## config.mk

```make
export PLATFORM = sky130hd
export DESIGN_NAME = kmean_mean_update_sched_flat
export DESIGN_NICKNAME = d
export VERILOG_FILES = /design/src/rtl/kmean_mean_update_sched_if.sv /design/src/rtl/kmean_mean_update_sched.sv /design/src/flat_wrapper.sv
export SDC_FILE = /design/constraint.sdc
export NUM_CORES = 1
export LEC_CHECK = 0
export BUFFER_PORTS_ARGS = -buffer_cell sky130_fd_sc_hd__buf_4
export CELL_PAD_IN_SITES_DETAIL_PLACEMENT = 2
export CELL_PAD_IN_SITES_GLOBAL_PLACEMENT = 2
export CORE_AREA = 2 2 136 138
export CTS_CLUSTER_SIZE = 10
export DETAILED_ROUTE_END_ITERATION = 10
export DIE_AREA = 0 0 138 140
export GPL_TIMING_DRIVEN = 0
export PLACE_DENSITY = 0.75
export SLEW_MARGIN = 20
export SYNTH_ARGS = -nofsm -noshare
export SYNTH_HDL_FRONTEND = slang
export SYNTH_SLANG_ARGS = --single-unit
```

## constraint.sdc

```tcl
create_clock -name clk -period 6.5 [get_ports clk]
set_clock_uncertainty 0.2 [all_clocks]
set_input_delay 0.325 -clock clk [delete_from_list [all_inputs] [get_ports clk]]
set_output_delay 0.325 -clock clk [all_outputs]
set_load 0.03 [all_outputs]
```

## src/rtl/kmean_mean_update_sched_if.sv

```systemverilog
// Bus between the k-means mean-update scheduler and its cluster stores / shared divider.
// The master side is the scheduler; the slave side is the stores plus the divider.
interface kmean_mean_update_sched_if #(
  parameter int UNIT_W = 8,
  parameter int ACC_W  = 15,
  parameter int CNT_W  = 7,
  parameter int AW     = 4
);
  logic [AW-1:0]       rd_addr;
  logic [3*ACC_W-1:0]  acc_rd;
  logic [CNT_W-1:0]    cnt_rd;
  logic [3*UNIT_W-1:0] mean_rd;
  logic                div_req;
  logic                div_ready;
  logic [ACC_W-1:0]    div_num;
  logic [CNT_W-1:0]    div_den;
  logic                div_valid;
  logic [ACC_W-1:0]    div_quot;
  logic                mean_we;
  logic [3*UNIT_W-1:0] mean_wdata;

  modport master (
    output rd_addr, div_req, div_num, div_den, mean_we, mean_wdata,
    input  acc_rd, cnt_rd, mean_rd, div_ready, div_valid, div_quot
  );
  modport slave (
    input  rd_addr, div_req, div_num, div_den, mean_we, mean_wdata,
    output acc_rd, cnt_rd, mean_rd, div_ready, div_valid, div_quot
  );
endinterface

```

## src/rtl/kmean_mean_update_sched.sv

```systemverilog
// Centroid-update sequencer: per cluster, divides each accumulator axis by the point count on a
// shared divider, writes the saturated mean back and tracks per-axis convergence.
module kmean_mean_update_sched #(
  parameter int UNIT_W = 8,
  parameter int ACC_W  = 15,
  parameter int CNT_W  = 7,
  parameter int KMAX   = 16,
  parameter int AW     = 4,
  parameter int THRESH = 2
) (
  input  logic                     clk,
  input  logic                     reset,
  input  logic                     start,
  input  logic [AW:0]              k_cfg,
  kmean_mean_update_sched_if.master bus,
  output logic                     busy,
  output logic                     done,
  output logic                     converged,
  output logic [AW:0]              upd_count
);

  typedef enum logic [2:0] {IDLE, RD, CAP, ISS, WT, WR, NXT, FIN} state_t;

  localparam logic [AW:0]     KMAX_V = (AW+1)'(KMAX);
  localparam logic [UNIT_W:0] THR    = (UNIT_W+1)'(THRESH);
  localparam logic [ACC_W-1:0] QMAX  = ACC_W'((1 << UNIT_W) - 1);

  state_t             state, state_nx;
  logic [AW:0]        k_q, cnt, k_clamp;
  logic [AW-1:0]      idx;
  logic [1:0]         axis;
  logic               conv, last;
  logic [ACC_W-1:0]   acc_q [3];
  logic [UNIT_W-1:0]  old_q [3];
  logic [UNIT_W-1:0]  new_q [3];
  logic [CNT_W-1:0]   den_q;
  logic [ACC_W-1:0]   acc_sel;
  logic [UNIT_W-1:0]  old_sel, q_sat;
  logic [UNIT_W:0]    delta;

  function automatic logic [UNIT_W-1:0] sat_unit(input logic [ACC_W-1:0] q);
    if (q >= QMAX) return '1;
    return q[UNIT_W-1:0];
  endfunction

  function automatic logic [UNIT_W:0] abs_diff(input logic [UNIT_W-1:0] a,
                                               input logic [UNIT_W-1:0] b);
    logic signed [UNIT_W:0] d;
    d = $signed({1'b0, a}) - $signed({1'b0, b});
    return d[UNIT_W] ? $unsigned(-d) : $unsigned(d);
  endfunction

  assign k_clamp = (k_cfg > KMAX_V) ? KMAX_V : k_cfg;
  assign last    = ({1'b0, idx} == (k_q - 1'b1));
  assign q_sat   = sat_unit(bus.div_quot);
  assign delta   = abs_diff(q_sat, old_sel);

  always_comb begin
    acc_sel = acc_q[2];
    old_sel = old_q[2];
    case (axis)
      2'd0: begin acc_sel = acc_q[0]; old_sel = old_q[0]; end
      2'd1: begin acc_sel = acc_q[1]; old_sel = old_q[1]; end
      default: ;
    endcase
  end

  always_comb begin
    state_nx = state;
    case (state)
      IDLE: if (start) state_nx = (k_clamp == '0) ? FIN : RD;
      RD:   state_nx = CAP;
      CAP:  state_nx = (bus.cnt_rd == '0) ? NXT : ISS;
      ISS:  if (bus.div_ready) state_nx = WT;
      WT:   if (bus.div_valid) state_nx = (axis == 2'd2) ? WR : ISS;
      WR:   state_nx = NXT;
      NXT:  state_nx = last ? FIN : RD;
      FIN:  state_nx = IDLE;
      default: state_nx = IDLE;
    endcase
  end

  // Outputs are gated by state so an asynchronous reset forces every one of them to zero.
  always_comb begin
    bus.rd_addr    = idx;
    bus.div_req    = (state == ISS);
    bus.div_num    = (state == ISS) ? acc_sel : '0;
    bus.div_den    = (state == ISS) ? den_q : '0;
    bus.mean_we    = (state == WR);
    bus.mean_wdata = (state == WR) ? {new_q[0], new_q[1], new_q[2]} : '0;
    busy           = (state != IDLE) && (state != FIN);
    done           = (state == FIN);
  end

  always_ff @(posedge clk or posedge reset) begin
    if (reset) begin
      state     <= IDLE;
      k_q       <= '0;
      idx       <= '0;
      axis      <= '0;
      conv      <= 1'b0;
      cnt       <= '0;
      converged <= 1'b0;
      upd_count <= '0;
    end else begin
      state <= state_nx;
      case (state)
        IDLE: if (start) begin
          k_q  <= k_clamp;
          idx  <= '0;
          conv <= 1'b1;
          cnt  <= '0;
          if (k_clamp == '0) begin
            converged <= 1'b1;
            upd_count <= '0;
          end
        end
        CAP: axis <= '0;
        WT: if (bus.div_valid) begin
          if (delta > THR) conv <= 1'b0;
          axis <= (axis == 2'd2) ? 2'd0 : axis + 2'd1;
        end
        WR:  cnt <= cnt + 1'b1;
        NXT: if (last) begin
          converged <= conv;
          upd_count <= cnt;
        end else begin
          idx <= idx + 1'b1;
        end
        default: ;
      endcase
    end
  end

  // Capture stage: store read data lands one cycle after RD; quotients land per axis in WT.
  always_ff @(posedge clk) begin
    if (state == CAP) begin
      acc_q[0] <= bus.acc_rd[3*ACC_W-1 -: ACC_W];
      acc_q[1] <= bus.acc_rd[2*ACC_W-1 -: ACC_W];
      acc_q[2] <= bus.acc_rd[ACC_W-1:0];
      old_q[0] <= bus.mean_rd[3*UNIT_W-1 -: UNIT_W];
      old_q[1] <= bus.mean_rd[2*UNIT_W-1 -: UNIT_W];
      old_q[2] <= bus.mean_rd[UNIT_W-1:0];
      den_q    <= bus.cnt_rd;
    end
    if (state == WT && bus.div_valid) begin
      case (axis)
        2'd0:    new_q[0] <= q_sat;
        2'd1:    new_q[1] <= q_sat;
        default: new_q[2] <= q_sat;
      endcase
    end
  end

endmodule

```

## src/flat_wrapper.sv

```systemverilog
// flat-port wrapper written by rule: the top's interface ports become plain ports
module kmean_mean_update_sched_flat 
#(
  parameter int UNIT_W = 8,
  parameter int ACC_W  = 15,
  parameter int CNT_W  = 7,
  parameter int KMAX   = 16,
  parameter int AW     = 4,
  parameter int THRESH = 2
)
  (clk, reset, start, k_cfg, busy, done, converged, upd_count, bus_rd_addr, bus_div_req, bus_div_num, bus_div_den, bus_mean_we, bus_mean_wdata, bus_acc_rd, bus_cnt_rd, bus_mean_rd, bus_div_ready, bus_div_valid, bus_div_quot);
  kmean_mean_update_sched_if #(.UNIT_W(UNIT_W), .ACC_W(ACC_W), .CNT_W(CNT_W), .AW(AW)) bus_i ();
  input  logic clk;
  input  logic reset;
  input  logic start;
  input  logic [AW:0] k_cfg;
  output logic busy;
  output logic done;
  output logic converged;
  output logic [AW:0] upd_count;
  output wire logic [$bits(bus_i.rd_addr)-1:0] bus_rd_addr;
  output wire logic [$bits(bus_i.div_req)-1:0] bus_div_req;
  output wire logic [$bits(bus_i.div_num)-1:0] bus_div_num;
  output wire logic [$bits(bus_i.div_den)-1:0] bus_div_den;
  output wire logic [$bits(bus_i.mean_we)-1:0] bus_mean_we;
  output wire logic [$bits(bus_i.mean_wdata)-1:0] bus_mean_wdata;
  input wire logic [$bits(bus_i.acc_rd)-1:0] bus_acc_rd;
  input wire logic [$bits(bus_i.cnt_rd)-1:0] bus_cnt_rd;
  input wire logic [$bits(bus_i.mean_rd)-1:0] bus_mean_rd;
  input wire logic [$bits(bus_i.div_ready)-1:0] bus_div_ready;
  input wire logic [$bits(bus_i.div_valid)-1:0] bus_div_valid;
  input wire logic [$bits(bus_i.div_quot)-1:0] bus_div_quot;
  assign bus_rd_addr = bus_i.rd_addr;
  assign bus_div_req = bus_i.div_req;
  assign bus_div_num = bus_i.div_num;
  assign bus_div_den = bus_i.div_den;
  assign bus_mean_we = bus_i.mean_we;
  assign bus_mean_wdata = bus_i.mean_wdata;
  assign bus_i.acc_rd = bus_acc_rd;
  assign bus_i.cnt_rd = bus_cnt_rd;
  assign bus_i.mean_rd = bus_mean_rd;
  assign bus_i.div_ready = bus_div_ready;
  assign bus_i.div_valid = bus_div_valid;
  assign bus_i.div_quot = bus_div_quot;
  kmean_mean_update_sched #(.UNIT_W(UNIT_W), .ACC_W(ACC_W), .CNT_W(CNT_W), .KMAX(KMAX), .AW(AW), .THRESH(THRESH)) u_core (.clk(clk), .reset(reset), .start(start), .k_cfg(k_cfg), .bus(bus_i), .busy(busy), .done(done), .converged(converged), .upd_count(upd_count));
endmodule
```

== After elaboration in Yosys (flattened, before gate mapping) ==
Memories as Yosys holds them, arrays and structs flattened.
Index checks and enable logic that the tools add are counted.
Word-level totals
  register bits: 33
  latch bits: 0
  bits in writable memories: 93
  memory bits (read-only): 0
  input port bits: 101
  output and inout port bits: 60
  memories: 3
Cells by class
  add/sub/neg operators: 6
  multiply operators: 0
  divide/modulo/power cells: 0
  magnitude comparators: 3
  eq/ne operators: 18
  shift-type cells: 0
  multiplexer cells: 55
  bitwise logic cells: 0
  reduce and logical (&&, ||, !) cells: 21
Memory list
  u_core.acc_q: words 3, width 15, rd ports 3, clocked after Yosys merged registers in 0, wr ports 3, line kmean_mean_update_sched.sv:33  | logic [ACC_W-1:0] acc_q [3];
  u_core.new_q: words 3, width 8, rd ports 3, clocked after Yosys merged registers in 0, wr ports 1, line kmean_mean_update_sched.sv:35  | logic [UNIT_W-1:0] new_q [3];
  u_core.old_q: words 3, width 8, rd ports 3, clocked after Yosys merged registers in 0, wr ports 3, line kmean_mean_update_sched.sv:34  | logic [UNIT_W-1:0] old_q [3];
Operators by type and width (count)
  $mux 8: 4
  $pmux 15 s2: 1
  $mux 5: 5
  $mux 24: 1
  $pmux 3 s8: 1
  $mux 3: 7
  $mux 1: 20
  $pmux 5 s2: 2
  $pmux 8 s2: 1
  $reduce_or 8->1: 2
  $ge 15x8->1 const B: 1
  $mux 15: 1
  $eq 3x3->1 const B: 4
  $gt 9x2->1 const B: 1
  $mux 9: 1
  $neg 9->9: 1
  $sub 8x8->9: 1
  $mux 2: 4
  $mux 4: 2
  $ne 2x1->1 const B: 4
  $pmux 4 s2: 1
  $reduce_and 4->1: 2
  $reduce_bool 2->1: 4
  $logic_not 7->1: 1
  other kinds (23): 31

== Longest topological paths before layout ==
  word-level depth: 10
  mapped depth: 17

== Least setup slack after synthesis ==
No wires, ideal clock.
  path kind: register to register
  from: register u_core.state[1]
  to: register u_core.axis[0]
  arrival time: 4.397 ns
  slack: 1.782 ns
  stages on the path, launching flop included: 6
  buffers on the path: 1
  path through: dfrtp_1 > clkbuf_1 > nand2b_1 > nor2_1 > a31oi_1 > a21o_1
Between the ends
  word-level cells in the longest chain between the ends: 3
  elaborated cells on any way between the ends: 6
RTL lines
  from (decl): line kmean_mean_update_sched.sv:28  | state_t state, state_nx;
  from (signal assigned): line kmean_mean_update_sched.sv:106  | state <= state_nx;
  $eq 3x3->1 or $eq 3x2->1 (tied branches): line kmean_mean_update_sched.sv:107  | case (state)
  $ne 2x2->1 (no source line) or $reduce_bool 2->1 (tied branches)
  $reduce_and 2->1 (no source line)
  to (signal assigned): line kmean_mean_update_sched.sv:121  | axis <= (axis == 2'd2) ? 2'd0 : axis + 2'd1;
  to (decl): line kmean_mean_update_sched.sv:31  | logic [1:0] axis;
Parallel ways exist; a longest one is shown, timed or not.
A chain may end at the register's enable or synchronous reset.

== Worst setup path after layout ==
  from: register u_core.axis[0]
  to: register u_core.conv
Between the ends
  word-level cells in the longest chain between the ends: 8
  elaborated cells on any way between the ends: 9
RTL lines
  $eq 2x1->1 or $logic_not 2->1 (tied branches): line kmean_mean_update_sched.sv:61  | case (axis)
  $pmux 8 s2 (*): line kmean_mean_update_sched.sv:61
  $sub 8x8->9 (*): line kmean_mean_update_sched.sv:49  | d = $signed({1'b0, a}) - $signed({1'b0, b});
  $neg 9->9: line kmean_mean_update_sched.sv:50  | return d[UNIT_W] ? $unsigned(-d) : $unsigned(d);
  $mux 9 (*): line kmean_mean_update_sched.sv:50
  $gt 9x2->1 (*): line kmean_mean_update_sched.sv:120  | if (delta > THR) conv <= 1'b0;
  $ne 2x1->1 (no source line) (*)
  $reduce_and 4->1 (no source line) (*)
  to (signal assigned): line kmean_mean_update_sched.sv:101  | conv <= 1'b0;
  to (signal assigned): line kmean_mean_update_sched.sv:111  | conv <= 1'b1;
  to (signal assigned): line kmean_mean_update_sched.sv:120
  to (decl): line kmean_mean_update_sched.sv:32  | logic conv, last;
Every way passes the cells marked *; elsewhere a longest branch is shown, timed or not.

==> flow_summary.yaml <==
routing:
  dr.first_iter.drc_count: 207
  route.detailed.wl_per_inst_microns: 20.6
  first_pass_iters: 4
  drt_wl_total_mm: 20.7
  postRouteAntennaNets: 0
  vias: 4960
  drc: 0
  via_per_inst: 4.95
setup_path:
  slowest_delay_ps: 650
  cp_top_family: "compound AO/OA/AOI/OAI gates"
  crit_buf_inv: 2
  cpMaxStageDelayCell: "clkbuf_1"
  critPathKind: "reg -> reg"
  crit_arrival_ps: 4990
  path_cells: "buf_6, clkbuf_1, mux2i_1, nor2_1, a21oi_1, ha_1, a21oi_1, o21ai_1, a211o_1, nand3_1, o211a_2, mux2i_1, o2111ai_1, a2111oi_1, o22a_1"
  endpoint_kind: "flop"
  worst-endpoint-required_ps: 6650
  crit_path_max_fanout: 10
  start_kind: "flop"
sta:
  hold_viol: 0
  rsz0062_at_grt: "no"
  setup_viol: 0
  max_freq_ghz: 0.207
  slew_violations: 0
  slew_headroom: 0.412
  worst_slack_ps: 1660
  fin_crit_ps: 4840
  worst_slew_pin_slew_ps: 878
  layout_worst_path_cycle_share: 0.744
  finalSetupTns_ps: 0
placement:
  dp_slack_ps: 1570
  io_buffers: 160
  place.gp.congestion: 0.829
  dpl.hpwl_mm: 13.0
clock_tree:
  cts_buffers: 17
  insertion_delay_ps: 420
  clkSlewWorstSetupHoldPaths_ps: 60
  htreeDepth: 4
  cts_max_path_buffers: 2
  cts_sinks: 126
  cts_tree: "built"
  root_buffer: "clkbuf_16"
  cts_resized: 0
yosys:
  muxShareOfSynthArea: 0.0475
  ys_seq_area_frac: 0.614
  synthAdderAreaFrac: 0.0271
  synth_top_area_frac: 0.504
  syn_avg_cell_area_sq_um: 12.0
  async_flop_share: 0.206
  yosys_warnings: 0
  synth_area_sq_um: 5950
  synth_flop_cell: "edfxtp_1"
  synth_cell_type_count: 58
  synthXorXnorAreaFrac: 0.0219
  synth-simple-area-share: 0.162
  synth_compound_area_frac: 0.102
  netlist_instances: 496
  synth_top_family_by_area: "simple AND/OR/NAND/NOR gates"
  synth_nets: 609
  ys_ff_latch: 126
  synth.largest_area_cell: "edfxtp_1"
  synth_edf_count: 100
  ys_top_cells_by_area: "edfxtp_1, dfrtp_1, mux2i_1, and2_1, nor2_1"
job:
  max_cap_viol_count: 0
final_layout:
  layout.nets: 873
  final_util: 0.501
  syn_to_final_growth_pct: 49.6
  fillers: 1756
  layout_commonest_cell: "buf_4"
  final_cell_mix: "buf_4, edfxtp_1, dlygate4sd3_1"
  drive_gt1_frac: 0.281
global_routing:
  grt-ovfl-total: 0
  grt_max_degree: 31
  grt_pass1_wl_mm: 32.3
  antenna_found_initial: 1
  grt_pass1_vias: 5751
  met3_usage: 0.0537
  grt_use_met1: 0.246
  gr-usage-all-layers: 0.218
  gr-max-usage-layer: "met2"
  grtUsageMet2: 0.404
die:
  io_pins: 161
  placementRows: 49
  dieArea_sq_um: 19300
  start_util: 0.335
  die_h_microns: 140
  core-area_sq_um: 17800
  die_w_microns: 138
worst_hold_path:
  min_path_type: "in -> reg"
pwr:
  max-vdd-ir-drop_uv: 252
  power.total_w: 0.00396
  power_density_nw_per_um2: 444
  power_leakage_nw: 3.67
outcome:
  status: "finished, final reports clean"
sequential cells by signal, indices dropped and copies added (netlist names):
| register | count |
|---|---|
| u_core.axis | 2 |
| u_core.new_q | 24 |
| u_core.bus.rd_addr | 4 |
| u_core.converged | 1 |
| u_core.conv | 1 |
| u_core.state | 3 |
| u_core.acc_q | 45 |
| u_core.old_q | 24 |
| u_core.upd_count | 5 |
| u_core.k_q | 5 |
| u_core.den_q | 7 |
| u_core.cnt | 5 |
Yosys cell counts, drive strengths merged, types with 7 or more instances:
| cell type | instances |
|---|---|
| inv | 15 |
| nand2b | 8 |
| ha | 12 |
| clkbuf | 15 |
| xnor2 | 8 |
| or2 | 9 |
| buf | 7 |
| nor2b | 9 |
| and2 | 34 |
| dfrtp | 26 |
| nand2 | 32 |
| mux2i | 27 |
| o21ai | 22 |
| a21oi | 29 |
| nor3 | 11 |
| nor2 | 55 |
| edfxtp | 100 |
| nand3 | 7 |
power by group:
group,leakage [nW],internal (W),switching [W]
Combinational,2.13,0.000683,0.00111
Clock,0.278,0.000597,0.000363
Sequential,1.26,0.00110,0.000102
metrics by stage:
| stage | instance area [sq um] | instances | hold slack (ps) |
|---|---|---|---|
| finish | 8910 | 1002 | 30.8 |
| floorplan | 5950 | 496 | 165 |
| detailed placement | 7510 | 888 | 303 |
| global placement | 7440 | 885 | 281 |
| CTS | 8890 | 1000 | 10.8 |
| global route | 8910 | 1002 | 30.1 |
path summary, 6_finish.rpt:
kind | startpoint | endpoint | slack, ps | cells past startpoint
hold / removal | bus_div_ready | u_core.state[1] | 30 | 3
max in group asynchronous | reset | u_core.state[2] | 5380 | 3
hold reg to reg | u_core.cnt[4] | u_core.cnt[4] | 310 | 1
setup / recovery | u_core.axis[0] | u_core.conv | 1660 | 15
min in group asynchronous | reset | u_core.state[1] | 340 | 3
setup reg to reg | u_core.axis[0] | u_core.conv | 1660 | 15
logic make-up after synthesis:
| family | count (synthesis) |
|---|---|
| AO/OA/AOI/OAI | 93 |
| AND/OR/NAND/NOR | 185 |
| multiplexers | 27 |
| buffers and inverters | 38 |
| flip-flops | 126 |
| XOR/XNOR | 14 |
| adder cells (fa/ha/maj) | 13 |
per-layer routing:
metal  vias to the layer above  wire, microns
met3                        21            985
met5                         -              0
met1                      2465           8270
met4                         0            338
met2                       139          11100
li1                       2335              -
layout make-up:
type                            count  area [sq um]  area share
Tap cell                          229           287      0.0322
Clock buffer                       19           433      0.0486
Antenna cell                        1          2.50    0.000281
Timing Repair Buffer              245          2070       0.232
Buffer                             22          91.3      0.0103
Clock inverter                     12           145      0.0163
Sequential cell                   126          3650       0.410
Inverter                           16          62.6     0.00702
Multi-Input combinational cell    332          2160       0.243
worst min-delay path: stages:
cell and delay, ps:
buf_4 80, nor2_1 60, a21o_1 150
repair_timing:
action | 4_1_cts | 5_1_grt
endpoints found under the hold margin | 81 | 26
hold buffers | 81 | 1
setup buffers | 0 | 0
(Power assumes the default switching activity.)
